--- config.mk ---
export PLATFORM = sky130hd
export DESIGN_NAME = spi_peripheral
export DESIGN_NICKNAME = d
export VERILOG_FILES = /design/src/rtl/spi_peripheral.sv
export SDC_FILE = /design/constraint.sdc
export NUM_CORES = 1
export LEC_CHECK = 0
export ABC_AREA = 0
export BUFFER_PORTS_ARGS = -buffer_cell sky130_fd_sc_hd__buf_2
export CAP_MARGIN = 20
export CORE_MARGIN = 2
export CORE_UTILIZATION = 45
export CTS_CLUSTER_DIAMETER = 50
export CTS_CLUSTER_SIZE = 20
export DETAILED_ROUTE_END_ITERATION = 12
export PLACE_DENSITY = 0.65
export SLEW_MARGIN = 0
export SYNTH_ARGS = -nofsm -noshare
export SYNTH_HDL_FRONTEND = slang
export SYNTH_SLANG_ARGS = --single-unit
--- constraint.sdc ---
create_clock -name clk -period 2.74 [get_ports clk]
set_input_delay 0.548 -clock clk [delete_from_list [all_inputs] [get_ports clk]]
set_output_delay 0.548 -clock clk [all_outputs]
set_load 0.005 [all_outputs]
--- src/rtl/spi_peripheral.sv ---
// spi_peripheral: SPI mode-0 peripheral that writes a fixed map of five 8-bit
// control registers (0x00-0x04) from 16-bit frames {R/W, addr[6:0], data[7:0]}.
// Optional readback on cipo is built only when SPI_READBACK_EN is defined.
module spi_peripheral (
    input  logic       clk,
    input  logic       rst,
    input  logic       sclk,
    input  logic       copi,
    input  logic       ncs,
    output logic       cipo,
    output logic [7:0] en_reg_out_7_0,
    output logic [7:0] en_reg_out_15_8,
    output logic [7:0] en_reg_pwm_7_0,
    output logic [7:0] en_reg_pwm_15_8,
    output logic [7:0] pwm_duty_cycle,
    output logic       frame_err
);

    localparam int unsigned FRAME_W  = 16;
    localparam int unsigned CNT_W    = 5;
    localparam int unsigned DATA_W   = 8;
    localparam int unsigned ADDR_W   = 7;
    localparam int unsigned NUM_REGS = 5;

    localparam logic [CNT_W-1:0]  CNT_FULL = CNT_W'(FRAME_W);
    localparam logic [CNT_W-1:0]  CNT_SAT  = CNT_W'(FRAME_W + 1);
    localparam logic [ADDR_W-1:0] ADDR_MAX = ADDR_W'(NUM_REGS - 1);

    typedef enum logic [1:0] {
        ST_IDLE   = 2'd0,
        ST_SHIFT  = 2'd1,
        ST_COMMIT = 2'd2
    } state_e;

    state_e state_q, state_d;

    // [0],[1] synchronize; [2] is the previous synchronized value for edges
    logic [2:0] sclk_sync_q;
    logic [2:0] copi_sync_q;
    logic [2:0] ncs_sync_q;

    logic [1:0]         settle_q;
    logic               armed_q;
    logic               pend_q;
    logic [FRAME_W-1:0] shift_q;
    logic [CNT_W-1:0]   cnt_q;
    logic [DATA_W-1:0]  regs_q [NUM_REGS];
    logic               frame_err_q;

    logic               sclk_rise_c;
    logic               ncs_fall_c;
    logic               ncs_rise_c;
    logic               start_c;
    logic               clear_c;
    logic               shift_en_c;
    logic               commit_c;
    logic               wr_en_c;
    logic               err_c;
    logic [ADDR_W-1:0]  addr_c;
    logic [FRAME_W-1:0] shift_nx_c;

    // Synchronizers; ncs idles high, sclk and copi idle low
    always_ff @(posedge clk) begin
        if (rst) begin
            sclk_sync_q <= 3'b000;
            copi_sync_q <= 3'b000;
            ncs_sync_q  <= 3'b111;
        end else begin
            sclk_sync_q <= {sclk_sync_q[1:0], sclk};
            copi_sync_q <= {copi_sync_q[1:0], copi};
            ncs_sync_q  <= {ncs_sync_q[1:0], ncs};
        end
    end

    assign sclk_rise_c = sclk_sync_q[1] & ~sclk_sync_q[2];
    assign ncs_fall_c  = ~ncs_sync_q[1] & ncs_sync_q[2];
    assign ncs_rise_c  = ncs_sync_q[1] & ~ncs_sync_q[2];
    assign start_c     = armed_q & ncs_fall_c;
    assign addr_c      = shift_q[FRAME_W-2:DATA_W];
    assign shift_nx_c  = {shift_q[FRAME_W-2:0], copi_sync_q[2]};

    // Frame starts are blocked after reset until ncs has been seen high, so a
    // frame cut by reset is never resumed mid-way
    always_ff @(posedge clk) begin
        if (rst) begin
            settle_q <= 2'b00;
            armed_q  <= 1'b0;
        end else begin
            settle_q <= {settle_q[0], 1'b1};
            if (settle_q[1] && ncs_sync_q[1]) begin
                armed_q <= 1'b1;
            end
        end
    end

    // FSM state register
    always_ff @(posedge clk) begin
        if (rst) begin
            state_q <= ST_IDLE;
        end else begin
            state_q <= state_d;
        end
    end

    // FSM next-state logic
    always_comb begin
        state_d = state_q;
        case (state_q)
            ST_IDLE:   if (start_c || pend_q) state_d = ST_SHIFT;
            ST_SHIFT:  if (ncs_rise_c)        state_d = ST_COMMIT;
            ST_COMMIT: state_d = ST_IDLE;
            default:   state_d = ST_IDLE;
        endcase
    end

    // FSM output decode
    always_comb begin
        clear_c    = 1'b0;
        shift_en_c = 1'b0;
        commit_c   = 1'b0;
        case (state_q)
            ST_IDLE:   clear_c    = start_c | pend_q;
            ST_SHIFT:  shift_en_c = sclk_rise_c;
            ST_COMMIT: commit_c   = 1'b1;
            default:   clear_c    = 1'b0;
        endcase
    end

    assign wr_en_c = commit_c && (cnt_q == CNT_FULL) && shift_q[FRAME_W-1] && (addr_c <= ADDR_MAX);
    assign err_c   = commit_c && (cnt_q != CNT_FULL);

    // Remember a new frame start that coincides with COMMIT
    always_ff @(posedge clk) begin
        if (rst || clear_c) begin
            pend_q <= 1'b0;
        end else if (commit_c && start_c) begin
            pend_q <= 1'b1;
        end
    end

    // Serial capture with a bit counter that saturates one past a full frame
    always_ff @(posedge clk) begin
        if (rst || clear_c) begin
            shift_q <= '0;
            cnt_q   <= '0;
        end else if (shift_en_c) begin
            shift_q <= shift_nx_c;
            if (cnt_q != CNT_SAT) begin
                cnt_q <= cnt_q + CNT_W'(1);
            end
        end
    end

    // Register file update on a well-formed in-range write
    always_ff @(posedge clk) begin
        if (rst) begin
            for (int i = 0; i < int'(NUM_REGS); i++) begin
                regs_q[i] <= '0;
            end
        end else if (wr_en_c) begin
            regs_q[addr_c[2:0]] <= shift_q[DATA_W-1:0];
        end
    end

    // One-clk malformed-frame pulse
    always_ff @(posedge clk) begin
        if (rst) begin
            frame_err_q <= 1'b0;
        end else begin
            frame_err_q <= err_c;
        end
    end

    assign en_reg_out_7_0  = regs_q[0];
    assign en_reg_out_15_8 = regs_q[1];
    assign en_reg_pwm_7_0  = regs_q[2];
    assign en_reg_pwm_15_8 = regs_q[3];
    assign pwm_duty_cycle  = regs_q[4];
    assign frame_err       = frame_err_q;

`ifdef SPI_READBACK_EN
    logic [DATA_W-1:0] rd_sh_q;
    logic [ADDR_W-1:0] rd_addr_c;
    logic [DATA_W-1:0] rd_data_c;
    logic              sclk_fall_c;
    logic              rd_load_c;
    logic              rd_shift_c;

    assign sclk_fall_c = ~sclk_sync_q[1] & sclk_sync_q[2];
    assign rd_addr_c   = shift_nx_c[ADDR_W-1:0];
    assign rd_data_c   = (rd_addr_c <= ADDR_MAX) ? regs_q[rd_addr_c[2:0]] : regs_q[0];
    assign rd_load_c   = shift_en_c && (cnt_q == CNT_W'(DATA_W - 1)) && !shift_nx_c[DATA_W-1];
    assign rd_shift_c  = sclk_fall_c && (cnt_q > CNT_W'(DATA_W)) && (cnt_q <= CNT_FULL);

    // Readback shifter: load after the address byte, advance on falling sclk
    always_ff @(posedge clk) begin
        if (rst || (state_q != ST_SHIFT)) begin
            rd_sh_q <= '0;
        end else if (rd_load_c) begin
            rd_sh_q <= rd_data_c;
        end else if (rd_shift_c) begin
            rd_sh_q <= {rd_sh_q[DATA_W-2:0], 1'b0};
        end
    end

    assign cipo = rd_sh_q[DATA_W-1];
`else
    assign cipo = 1'b0;
`endif

endmodule

==> impl_results.html <==
<table>
<tr><th>Metric</th><th>Value</th></tr>
<tr><th colspan="2">Run status</th></tr>
<tr><td>Status</td><td>complete, no violations</td></tr>
<tr><th colspan="2">Yosys</th></tr>
<tr><td>Cell type contributing the most total cell area after synthesis</td><td>sky130_fd_sc_hd__edfxtp_1</td></tr>
<tr><td>Post-synthesis async set-or-reset flop share</td><td>0</td></tr>
<tr><td>Number of library cell types mapped by synthesis</td><td>34</td></tr>
<tr><td>Avg Cell Area, Syn</td><td>11.9 um2</td></tr>
<tr><td>Number of synthesized flops with an enable pin</td><td>40</td></tr>
<tr><td>Most used flip-flop cell after synthesis</td><td>sky130_fd_sc_hd__edfxtp_1</td></tr>
<tr><td>Top cells by area, synth</td><td>sky130_fd_sc_hd__edfxtp_1 40%, sky130_fd_sc_hd__dfxtp_1 25%, sky130_fd_sc_hd__nor3_1 7.2%</td></tr>
<tr><td>Area share of the largest cell type after synthesis</td><td>0.403</td></tr>
<tr><td>Post-synthesis net count</td><td>259</td></tr>
<tr><td>Part of the Yosys area used for sequential elements</td><td>0.651</td></tr>
<tr><td>Number of flip-flops and latches in the synthesized netlist</td><td>77</td></tr>
<tr><td>Synthesized instance count</td><td>251</td></tr>
<tr><td>Total number of yosys warnings</td><td>0</td></tr>
<tr><td>Cell Area, Synth</td><td>0.00298 mm2</td></tr>
<tr><th colspan="2">Floorplanning</th></tr>
<tr><td>Width of the chip</td><td>85.4 um</td></tr>
<tr><td>Number of top-level design ports</td><td>47</td></tr>
<tr><td>Placement row count</td><td>29</td></tr>
<tr><td>Area of the placeable core</td><td>0.00639 mm2</td></tr>
<tr><td>Initial Utilization</td><td>0.467</td></tr>
<tr><td>Die H</td><td>85.4 um</td></tr>
<tr><td>Total Die Area</td><td>0.00729 mm2</td></tr>
<tr><th colspan="2">Timing</th></tr>
<tr><td>Number of failing setup endpoints in the final timing report</td><td>0</td></tr>
<tr><td>Maximum operating frequency</td><td>0.511 GHz</td></tr>
<tr><td>Final number of hold-violating endpoints</td><td>0</td></tr>
<tr><td>RSZ-0062 raised after global routing</td><td>no</td></tr>
<tr><td>Setup Skew</td><td>0.00837 ns</td></tr>
<tr><td>Actual transition at the worst max-transition pin</td><td>0.791 ns</td></tr>
<tr><td>Final count of pins violating max slew</td><td>0</td></tr>
<tr><td>Post-route minimum period</td><td>1.96 ns</td></tr>
<tr><td>Rel. slew slack</td><td>0.473</td></tr>
<tr><td>Min setup slack post-route</td><td>0.783 ns</td></tr>
<tr><td>Crit share post-route</td><td>0.714</td></tr>
<tr><td>Final setup TNS</td><td>0 ns</td></tr>
<tr><th colspan="2">Worst setup path</th></tr>
<tr><td>Kind of start point of the critical path</td><td>register</td></tr>
<tr><td>Arrival time of the worst setup path</td><td>2.01 ns</td></tr>
<tr><td>Critical Path Sink Type</td><td>register</td></tr>
<tr><td>Maximum fanout along the worst path</td><td>12</td></tr>
<tr><td>Maximum single-stage delay on the critical path</td><td>0.35 ns</td></tr>
<tr><td>Path depth of the worst reg2reg path</td><td>6</td></tr>
<tr><td>Critical-path top delay cell</td><td>sky130_fd_sc_hd__dfxtp_1</td></tr>
<tr><td>Cells along the critical path</td><td>inv_1 -&gt; ha_1 -&gt; and4bb_1 -&gt; nand4_2 -&gt; o31ai_1 -&gt; buf_4</td></tr>
<tr><td>Start-to-end type of the worst setup path</td><td>register to register</td></tr>
<tr><td>Critical path data required time</td><td>2.80 ns</td></tr>
<tr><th colspan="2">Place</th></tr>
<tr><td>Pre-CTS worst setup slack</td><td>0.561 ns</td></tr>
<tr><td>Number of buffers added on ports</td><td>45</td></tr>
<tr><td>Estimated wirelength of the detail-placed design</td><td>3760 um</td></tr>
<tr><td>Post-Place Cells</td><td>367</td></tr>
<tr><td>Placed cell area</td><td>0.00330 mm2</td></tr>
<tr><td>Weighted congestion at the end of routability-driven global placement</td><td>0.763</td></tr>
<tr><th colspan="2">CTS</th></tr>
<tr><td>Number of H-tree branching levels</td><td>3</td></tr>
<tr><td>Clk Latency, worst-skew pair</td><td>0.34 ns</td></tr>
<tr><td>TritonCTS clock tree</td><td>yes</td></tr>
<tr><td>Number of hold buffers added after CTS</td><td>0</td></tr>
<tr><td>Clock transition at path regs</td><td>0.08 ns</td></tr>
<tr><td>Cell at the root of the clock tree</td><td>sky130_fd_sc_hd__clkbuf_8</td></tr>
<tr><td>Sink count of the clock tree</td><td>77</td></tr>
<tr><td>Clock Tree Buf Depth</td><td>2</td></tr>
<tr><td>Clock buffer count from CTS</td><td>9</td></tr>
<tr><td>Number of buffers added for setup after CTS</td><td>0</td></tr>
<tr><td>Number of gates given a new drive strength after cts</td><td>0</td></tr>
<tr><th colspan="2">Detailed routing</th></tr>
<tr><td>Mean number of vias per cell</td><td>5.19</td></tr>
<tr><td>Initial detailed-routing violation count</td><td>183</td></tr>
<tr><td>Final Routed Wirelength</td><td>5650 um</td></tr>
<tr><td>Routed via count</td><td>1986</td></tr>
<tr><td>Number of search-and-repair iterations in the first detailed-routing pass</td><td>4</td></tr>
<tr><td>Routed wire length per instance</td><td>14.7 um</td></tr>
<tr><td>Remaining number of nets flagged by the antenna check after routing</td><td>0</td></tr>
<tr><td>DRC errors left</td><td>0</td></tr>
<tr><th colspan="2">GRT</th></tr>
<tr><td>Maximum number of pins on one net before global-route repair</td><td>37</td></tr>
<tr><td>First-pass GRT wire length</td><td>9080 um</td></tr>
<tr><td>Total track usage</td><td>0.163</td></tr>
<tr><td>GRT Residual Overflow</td><td>0</td></tr>
<tr><td>Number of antenna violations at the first check in global routing</td><td>0</td></tr>
<tr><td>Via count of the first global-routing pass</td><td>1797</td></tr>
<tr><th colspan="2">Min path</th></tr>
<tr><td>Hold crit path type</td><td>input pin to register</td></tr>
<tr><td>Number of cells on the worst hold path</td><td>2</td></tr>
<tr><th colspan="2">Power</th></tr>
<tr><td>Total power per unit cell area</td><td>633 mW/mm2</td></tr>
<tr><td>Maximum vdd drop</td><td>0.000523 V</td></tr>
<tr><td>Static leakage power</td><td>1.33 nW</td></tr>
<tr><th colspan="2">Layout</th></tr>
<tr><td>Filler Cell Count</td><td>551</td></tr>
<tr><td>Layout overhead on the synthesized area</td><td>18.0%</td></tr>
<tr><td>Finished Layout Cells</td><td>383</td></tr>
<tr><td>Layout cell share with drive strength beyond 1</td><td>0.245</td></tr>
<tr><td>Total number of nets in the final design</td><td>309</td></tr>
<tr><td>Top library cells by usage in the layout, fill and taps aside</td><td>45 x sky130_fd_sc_hd__buf_2, 43 x sky130_fd_sc_hd__nor3_1, 40 x sky130_fd_sc_hd__edfxtp_1</td></tr>
<tr><td>Most frequent standard cell in the layout excluding fill and tap cells</td><td>sky130_fd_sc_hd__buf_2</td></tr>
<tr><td>Final design area excluding fillers</td><td>0.00352 mm2</td></tr>
<tr><td>Antenna cells</td><td>0</td></tr>
<tr><th colspan="2">Job</th></tr>
<tr><td># Max-Cap Violations</td><td>0</td></tr>
</table>
-- flip-flops by register name (all words and copies together) (netlist names), 2 cells and up --
register     flops
ncs_sync_q       3
sclk_sync_q      3
regs_q          40
copi_sync_q      3
settle_q         2
cnt_q            5
shift_q         16
state_q          2
-- kinds of logic (layout without fill, tap and decap cells) --
kind of cell | count (synthesis) | after routing | share of synthesized area
AO/OA/AOI/OAI | 19 | 19 | 0.0386
adder cells (fa/ha/maj) | 3 | 3 | 0.0126
buffers and inverters | 28 | 83 | 0.0390
flip-flops | 77 | 77 | 0.651
multiplexers | 16 | 16 | 0.0537
other | 1 | 1 | 0.00126
AND/OR/NAND/NOR | 107 | 107 | 0.204
-- per-stage QoR --
step | total power, mW | hold slack [ns] | utilization
CTS | 2.24 | 0.384 | 0.551
floorplan | 1.30 | 0.389 | -
detailed placement | 1.34 | 0.394 | 0.517
global route | 2.30 | 0.386 | 0.551
finish | 2.23 | 0.393 | 0.551
global placement | 1.33 | 0.401 | 0.517
-- worst max-delay path, delay by kind of cell, from the launching register on --
kind	cells	cell delay [ns]
adders and majority gates	1	0.14
and+or+nand+nor	2	0.57
AOI/OAI and AO/OA	1	0.32
DFF	1	0.35
buffers and inverters	2	0.29
-- routing by layer --
| metal | up-vias | track usage | wire length (um) | part of all wire |
|---|---|---|---|---|
| met3 | 16 | 0.0554 | 270 | 0.048 |
| met4 | 0 | 0.0707 | 147 | 0.026 |
| li1 | 994 | - | - | - |
| met5 | - | 0 | 0 | 0 |
| met2 | 53 | 0.237 | 2490 | 0.44 |
| met1 | 923 | 0.221 | 2740 | 0.48 |
-- power breakdown --
part	switching (mW)	leakage, nW	internal, mW	total (mW)
Clock	0.408	0.100	0.512	0.920
Combinational	0.0365	0.518	0.0274	0.0639
Sequential	0.00785	0.713	1.24	1.24
-- area by class of cell --
cell class / instances / area (um2) / share of cell area
clock buffers: 10 / 128 / 0.0363
clock inverters: 6 / 87.6 / 0.0249
well taps: 77 / 96.3 / 0.0274
multi-input cells: 146 / 923 / 0.262
inverters: 13 / 48.8 / 0.0139
flip-flops and latches: 77 / 1940 / 0.552
repair buffers: 54 / 293 / 0.0832
-- final timing paths --
check                                               from                    endpoint  slack [ns]
worst min register to register  ncs_sync_q[0]$_SDFF_PP1_    ncs_sync_q[1]$_SDFF_PP1_        0.41
worst min-delay path                                 ncs    ncs_sync_q[0]$_SDFF_PP1_        0.39
worst max register to register     cnt_q[0]$_SDFFE_PP0P_  regs_q[0][1]$_SDFFCE_PN0P_        0.78
worst max-delay path               cnt_q[0]$_SDFFE_PP0P_  regs_q[0][1]$_SDFFCE_PN0P_        0.78
-- cell usage after synthesis, drive strengths merged, types with 2 or more instances --
library cell  instances
a211oi                5
a21oi                 3
buf                  10
clkbuf                5
dfxtp                37
edfxtp               40
ha                    3
inv                  13
mux2i                16
nand2b                9
nand3                 4
nand4                 3
nand4bb               2
nor2                 20
nor2b                 8
nor3                 43
nor3b                 2
nor4bb                3
o21ai                 8
o31ai                 2
or2                   5
or3                   2
Note: power is estimated with default switching activity, not from simulation.
